===== src/rtl/slap_colour_mixer.sv =====
// Final video mixer: priority-merges FG/SP/BG indices, looks them up in three downloadable colour PROMs,
// and emits registered RGB with aligned blanking. Optional layer masking is enabled by MIXER_LAYER_MASK_EN.
module slap_colour_mixer #(
    parameter int PROM_AW  = 8,
    parameter int COLOR_W  = 4,
    parameter int TRANSP_W = 4
) (
    input  logic               master_clk,
    input  logic               nRESET,
    input  logic               pixel_ce,
    input  logic [7:0]         SP_PIX,
    input  logic [7:0]         FG_PIX,
    input  logic [7:0]         BG_PIX,
    input  logic               HBLANK,
    input  logic               VBLANK,
    input  logic [24:0]        dn_addr,
    input  logic [7:0]         dn_data,
    input  logic               dn_wr,
    input  logic               prom_r_cs,
    input  logic               prom_g_cs,
    input  logic               prom_b_cs,
`ifdef MIXER_LAYER_MASK_EN
    input  logic [2:0]         layer_en,
`endif
    output logic [COLOR_W-1:0] RED,
    output logic [COLOR_W-1:0] GREEN,
    output logic [COLOR_W-1:0] BLUE,
    output logic               HBLANK_O,
    output logic               VBLANK_O
);

    localparam logic [1:0] ST_WAIT_VB = 2'd0;
    localparam logic [1:0] ST_RUN     = 2'd1;
    localparam logic [1:0] ST_LOAD    = 2'd2;

    localparam int PROM_DEPTH = 2 ** PROM_AW;

    logic [1:0] state_q, state_d;

    logic [7:0] sp_q, sp_d, fg_q, fg_d, bg_q, bg_d;
    logic       hb1_q, hb1_d, vb1_q, vb1_d;

    logic [7:0] idx_q, idx_d;
    logic       hb2_q, hb2_d, vb2_q, vb2_d;

    logic [COLOR_W-1:0] red_q, red_d, grn_q, grn_d, blu_q, blu_d;
    logic               hbo_q, hbo_d, vbo_q, vbo_d;

    logic [COLOR_W-1:0] prom_r [PROM_DEPTH];
    logic [COLOR_W-1:0] prom_g [PROM_DEPTH];
    logic [COLOR_W-1:0] prom_b [PROM_DEPTH];
    logic [COLOR_W-1:0] rdata_r, rdata_g, rdata_b;

    logic [PROM_AW-1:0] wr_addr;
    logic [COLOR_W-1:0] wr_data;
    logic [PROM_AW-1:0] rd_addr;
    logic               any_cs;
    logic               vb_rise;
    logic               fg_vis, sp_vis;
    logic [7:0]         bg_idx;
    logic               unused_dn;

    assign wr_addr   = dn_addr[PROM_AW-1:0];
    assign wr_data   = dn_data[COLOR_W-1:0];
    assign rd_addr   = idx_q[PROM_AW-1:0];
    assign any_cs    = prom_r_cs | prom_g_cs | prom_b_cs;
    assign unused_dn = ^{dn_addr[24:PROM_AW], dn_data[7:COLOR_W]};

    // Rising edge of the S1 VBLANK register, seen at the moment it loads.
    assign vb_rise = pixel_ce & VBLANK & ~vb1_q;

    always_comb begin
        state_d = state_q;
        case (state_q)
            ST_WAIT_VB: begin
                if (any_cs)       state_d = ST_LOAD;
                else if (vb_rise) state_d = ST_RUN;
            end
            ST_RUN: begin
                if (any_cs) state_d = ST_LOAD;
            end
            ST_LOAD: begin
                if (!any_cs) state_d = ST_WAIT_VB;
            end
            default: state_d = ST_WAIT_VB;
        endcase
    end

    always_comb begin
        sp_d  = sp_q;
        fg_d  = fg_q;
        bg_d  = bg_q;
        hb1_d = hb1_q;
        vb1_d = vb1_q;
        if (pixel_ce) begin
            sp_d  = SP_PIX;
            fg_d  = FG_PIX;
            bg_d  = BG_PIX;
            hb1_d = HBLANK;
            vb1_d = VBLANK;
        end
    end

    always_comb begin
        fg_vis = |fg_q[TRANSP_W-1:0];
        sp_vis = |sp_q[TRANSP_W-1:0];
        bg_idx = bg_q;
`ifdef MIXER_LAYER_MASK_EN
        fg_vis = fg_vis & layer_en[2];
        sp_vis = sp_vis & layer_en[1];
        bg_idx = layer_en[0] ? bg_q : 8'h00;
`endif
        idx_d = idx_q;
        hb2_d = hb2_q;
        vb2_d = vb2_q;
        if (pixel_ce) begin
            idx_d = fg_vis ? fg_q : (sp_vis ? sp_q : bg_idx);
            hb2_d = hb1_q;
            vb2_d = vb1_q;
        end
    end

    // Blanking always follows the pipeline; only colour is gated by the sequencer.
    always_comb begin
        red_d = red_q;
        grn_d = grn_q;
        blu_d = blu_q;
        hbo_d = hbo_q;
        vbo_d = vbo_q;
        if (pixel_ce) begin
            hbo_d = hb2_q;
            vbo_d = vb2_q;
            if (hb2_q || vb2_q || (state_q != ST_RUN)) begin
                red_d = '0;
                grn_d = '0;
                blu_d = '0;
            end else begin
                red_d = rdata_r;
                grn_d = rdata_g;
                blu_d = rdata_b;
            end
        end
    end

    always_ff @(posedge master_clk or negedge nRESET) begin
        if (!nRESET) begin
            state_q <= ST_WAIT_VB;
            sp_q    <= '0;
            fg_q    <= '0;
            bg_q    <= '0;
            hb1_q   <= 1'b1;
            vb1_q   <= 1'b1;
            idx_q   <= '0;
            hb2_q   <= 1'b1;
            vb2_q   <= 1'b1;
            red_q   <= '0;
            grn_q   <= '0;
            blu_q   <= '0;
            hbo_q   <= 1'b1;
            vbo_q   <= 1'b1;
        end else begin
            state_q <= state_d;
            sp_q    <= sp_d;
            fg_q    <= fg_d;
            bg_q    <= bg_d;
            hb1_q   <= hb1_d;
            vb1_q   <= vb1_d;
            idx_q   <= idx_d;
            hb2_q   <= hb2_d;
            vb2_q   <= vb2_d;
            red_q   <= red_d;
            grn_q   <= grn_d;
            blu_q   <= blu_d;
            hbo_q   <= hbo_d;
            vbo_q   <= vbo_d;
        end
    end

    // PROM storage is not reset; contents come only from the download port.
    always_ff @(posedge master_clk) begin
        if (dn_wr && prom_r_cs) prom_r[wr_addr] <= wr_data;
        if (dn_wr && prom_g_cs) prom_g[wr_addr] <= wr_data;
        if (dn_wr && prom_b_cs) prom_b[wr_addr] <= wr_data;
        rdata_r <= prom_r[rd_addr];
        rdata_g <= prom_g[rd_addr];
        rdata_b <= prom_b[rd_addr];
    end

    assign RED      = red_q;
    assign GREEN    = grn_q;
    assign BLUE     = blu_q;
    assign HBLANK_O = hbo_q;
    assign VBLANK_O = vbo_q;

endmodule


===== config.mk =====
export PLATFORM = sky130hd
export DESIGN_NAME = slap_colour_mixer
export DESIGN_NICKNAME = d
export VERILOG_FILES = /design/src/rtl/slap_colour_mixer.sv
export SDC_FILE = /design/constraint.sdc
export NUM_CORES = 2
export LEC_CHECK = 0
export ABC_CLOCK_PERIOD_IN_PS = 3050
export CORE_MARGIN = 2
export CORE_UTILIZATION = 26
export DETAILED_ROUTE_END_ITERATION = 10
export MAX_ROUTING_LAYER = met4
export PLACE_DENSITY = 0.41
export SYNTH_ARGS = -nofsm -noshare
export SYNTH_HDL_FRONTEND = slang
export SYNTH_SLANG_ARGS = --single-unit

===== constraint.sdc =====
create_clock -name master_clk -period 3.05 [get_ports master_clk]
set_input_delay 0.915 -clock master_clk [delete_from_list [all_inputs] [get_ports master_clk]]
set_output_delay 0.915 -clock master_clk [all_outputs]
set_load 0.05 [all_outputs]

==> results.cfg <==
[run_status]
status = complete, but fails checks
violations = setup timing

[timing]
period_share_pct = 100.6
report.final.slew_viol_count = 0
fin_worst_skew_ns = 0.04420
grt_setup_unrepaired = yes
peak_clock_frequency_supported_by_timing_mhz = 326.0
worst_margin_pin_slew_ns = 0.8173
final.hold.worst_slack_ns = 0.07633
finalCriticalPeriod_ns = 3.068
finalHoldViolCount = 0
final_critical_path_setup_slack_ns = -0.01782
relative_slew_slack_pct = 45.51
setup_viol = 1

[clock_tree]
cts_buffer_depth = 4
path_clk_slew_ns = 0.06
cts_htree_levels = 5
clock_tree.root_cell = sky130_fd_sc_hd__clkbuf_16
numClockSinks = 3136
cts_tree = yes
num_cts_buffers = 342
worst_skew_pair.late_latency_ns = 0.96

[setup_path]
timing.critical_path.required_ns = 3.86
worst_r2r_path_depth = 9
critPathLaunchType = register
worstPathMaxFanout = 16
nature_of_the_critical_path_endpoint = register
regToRegEndpoint = rdata_b[3]
worstPathArrival_ns = 3.88
register_to_register_setup_slack_ns = -0.02
beginning_of_the_worst_register_to_register_path = idx_q[0]
crit_type = reg2reg

[power]
switching_power_total_w = 0.02482
power_leakage_nw = 50.25
power_report.internal_total_w = 0.07648
peakVddDrop_mv = 0.4115
comb_power_share_pct = 11.9
sequentialPowerShare_pct = 47.2
power_density_mw_per_mm2 = 658.8
clock_power_share_pct = 40.9
finalPower_w = 0.1013
power.switching_fraction_pct = 24.50

[finish]
fin_nets = 7494
synthesis_to_finish_area_growth_pct = 24.39
final_layout_size_suffix_gt1_share_pct = 34.87
nFillCells = 45240

[floorplanning]
floorplan.initialDensity_pct = 26.07
fp.dieH_um = 693.5
area_of_the_die_mm2 = 0.4810
core-area_mm2 = 0.4742
fp-row-count = 253
boundaryPins = 80
die_width_um = 693.5

[synth]
seq_area_frac_synth_pct = 75.88
synth_area_leader = sky130_fd_sc_hd__edfxtp_1
ys_seq_elements = 3136
ys_top_cells_by_area = sky130_fd_sc_hd__edfxtp_1 75%, sky130_fd_sc_hd__mux4_2 13%, sky130_fd_sc_hd__nor2_1 2.5%
post_synth_inst_count = 6163
synth.net_count = 6229
post-synth-top-count-cell = sky130_fd_sc_hd__edfxtp_1
synth_commonest_cells = 3072 x sky130_fd_sc_hd__edfxtp_1, 818 x sky130_fd_sc_hd__nor2_1, 722 x sky130_fd_sc_hd__mux4_2
synth_enable_flop_cells = 3072
syn_avg_cell_area_um2 = 20.06
ys_types = 63
asyncSetResetFlopFracSynth_pct = 1.658
synthFlopType = sky130_fd_sc_hd__edfxtp_1
synth.top_cell.area_share_pct = 74.62
yosys_warning_total = 0
post_synth_design_cell_area_mm2 = 0.1236

[drt]
post_drt_via_cell_ratio = 4.604
postRouteAntennaNets = 0
post_drt_wl_per_cell_um = 27.01
finalWirelength_um = 376900
detailroute.via_count = 64250
remaining_drc_errors = 0
detail_route.iter0.violations = 5680
detailedRoute.firstPassIterationCount = 5

[global_routing]
first_global_vias = 68290
pin_count_of_the_biggest_net_entering_global_routing = 121
grt_antenna_before_repair = 23
global_route.usage.total_pct = 15.80
grt_first_pass_wirelength_um = 529800
global_route.overflow_total = 0

[placement]
gp_congestion = 0.7948
pre_cts_slack_ns = -0.2132
placement.io_buffers = 58
detailed_place_hpwl_um = 250100

[hold_path]
timing.hold.worst.class = in2async

[flow_run]
timing.max_cap.violations = 0
worst max-delay path by stage:
stage | end | depth (start not counted) | startpoint
finish | rdata_b[3] | 9 | idx_q[0]
detailed placement | prom_b[1][0] | 7 | dn_addr[5]
global route | rdata_g[2] | 10 | idx_q[0]
global placement | rdata_g[2] | 11 | idx_q[0]
CTS | rdata_b[0] | 11 | idx_q[0]
floorplan | prom_r[108][0] | 6 | dn_wr
worst max-delay path, cell delays in order, from the launching register on:
cell and delay, ns:
sky130_fd_sc_hd__dfrtp_4 0.49, sky130_fd_sc_hd__buf_12 0.15, sky130_fd_sc_hd__buf_16 0.22, sky130_fd_sc_hd__buf_16 0.22
sky130_fd_sc_hd__mux4_2 0.56, sky130_fd_sc_hd__mux4_2 0.55, sky130_fd_sc_hd__nand2_1 0.15, sky130_fd_sc_hd__o221ai_1 0.23
sky130_fd_sc_hd__o22ai_1 0.26, sky130_fd_sc_hd__a221oi_2 0.05
power groups by stage:
stage | clock network, W | registers (W) | logic, W
final | 0.0415 | 0.0478 | 0.0121
after global routing | 0.0441 | 0.0478 | 0.0127
after CTS | 0.0425 | 0.0478 | 0.0121
after detailed placement | 0 | 0.0487 | 0.0119
after global placement | 0 | 0.0487 | 0.0118
after floorplan | 0 | 0.0485 | 0.00607
through the flow:
step           cells     TNS, ns  area (um2)  util (%)
6_report       13960    -0.01782      153800     32.43
5_1_grt        13950     -0.3053      153800     32.42
4_1_cts        13920  -0.0009539      153200     32.31
3_5_place_dp   13290      -33.17      141700     29.88
3_3_place_gp   13290      -34.61      141700     29.88
2_1_floorplan   6163           0      123600         -
area by class of cell:
class	instances	area (um2)	area share, %
Inverter	23	91.34	0.05940
Antenna cell	4	10.01	0.006510
Timing Repair Buffer	1348	13290	8.646
Tap cell	6247	7816	5.083
Sequential cell	3136	93820	61.02
Multi-Input combinational cell	2577	27570	17.93
Clock buffer	418	8945	5.817
Clock inverter	202	2218	1.443
cells in the final DEF (no fill, tap or decap), drive strengths merged, types with 79 or more instances in the layout:
master	count
buf	1291
clkbuf	421
clkinv	139
a21oi	82
nor2	818
edfxtp	3072
mux4	732
o22ai	79
mux2i	207
nand2	147
cell families (layout without fill, tap and decap cells):
group                  after synthesis  count (layout)  synth area share (%)
DFF                               3136            3136                 75.88
muxes                              983             983                 15.44
other                                0               4                     0
AOI/OAI and AO/OA                  492             492                 2.879
buffers and inverters              450            1991                 2.180
and+or+nand+nor                   1102            1102                 3.620
registers in the layout (all words and copies together) (netlist names), 8 cells and up:
name,flops
prom_g,1024
prom_r,1024
prom_b,1024
bg_idx,8
sp_q,8
fg_q,8
idx_q,8
routing by layer:
metal | GRT usage, % | wire, um | vias up
met5 | - | 0 | -
met4 | 3.147 | 7346 | 0
met3 | 2.125 | 17610 | 414
met2 | 26.45 | 188500 | 1660
met1 | 20.61 | 163500 | 34440
li1 | - | - | 27740
what timing repair did:
item | in CTS | in global routing
hold buffers | 0 | 0
setup buffers | 4 | 31
endpoints found under the setup margin | 26 | 11
cloned | 3 | 3
gates resized for setup | 72 | 50
pin swaps | 3 | 6
No activity file was read; power rests on OpenSTA's default activity.
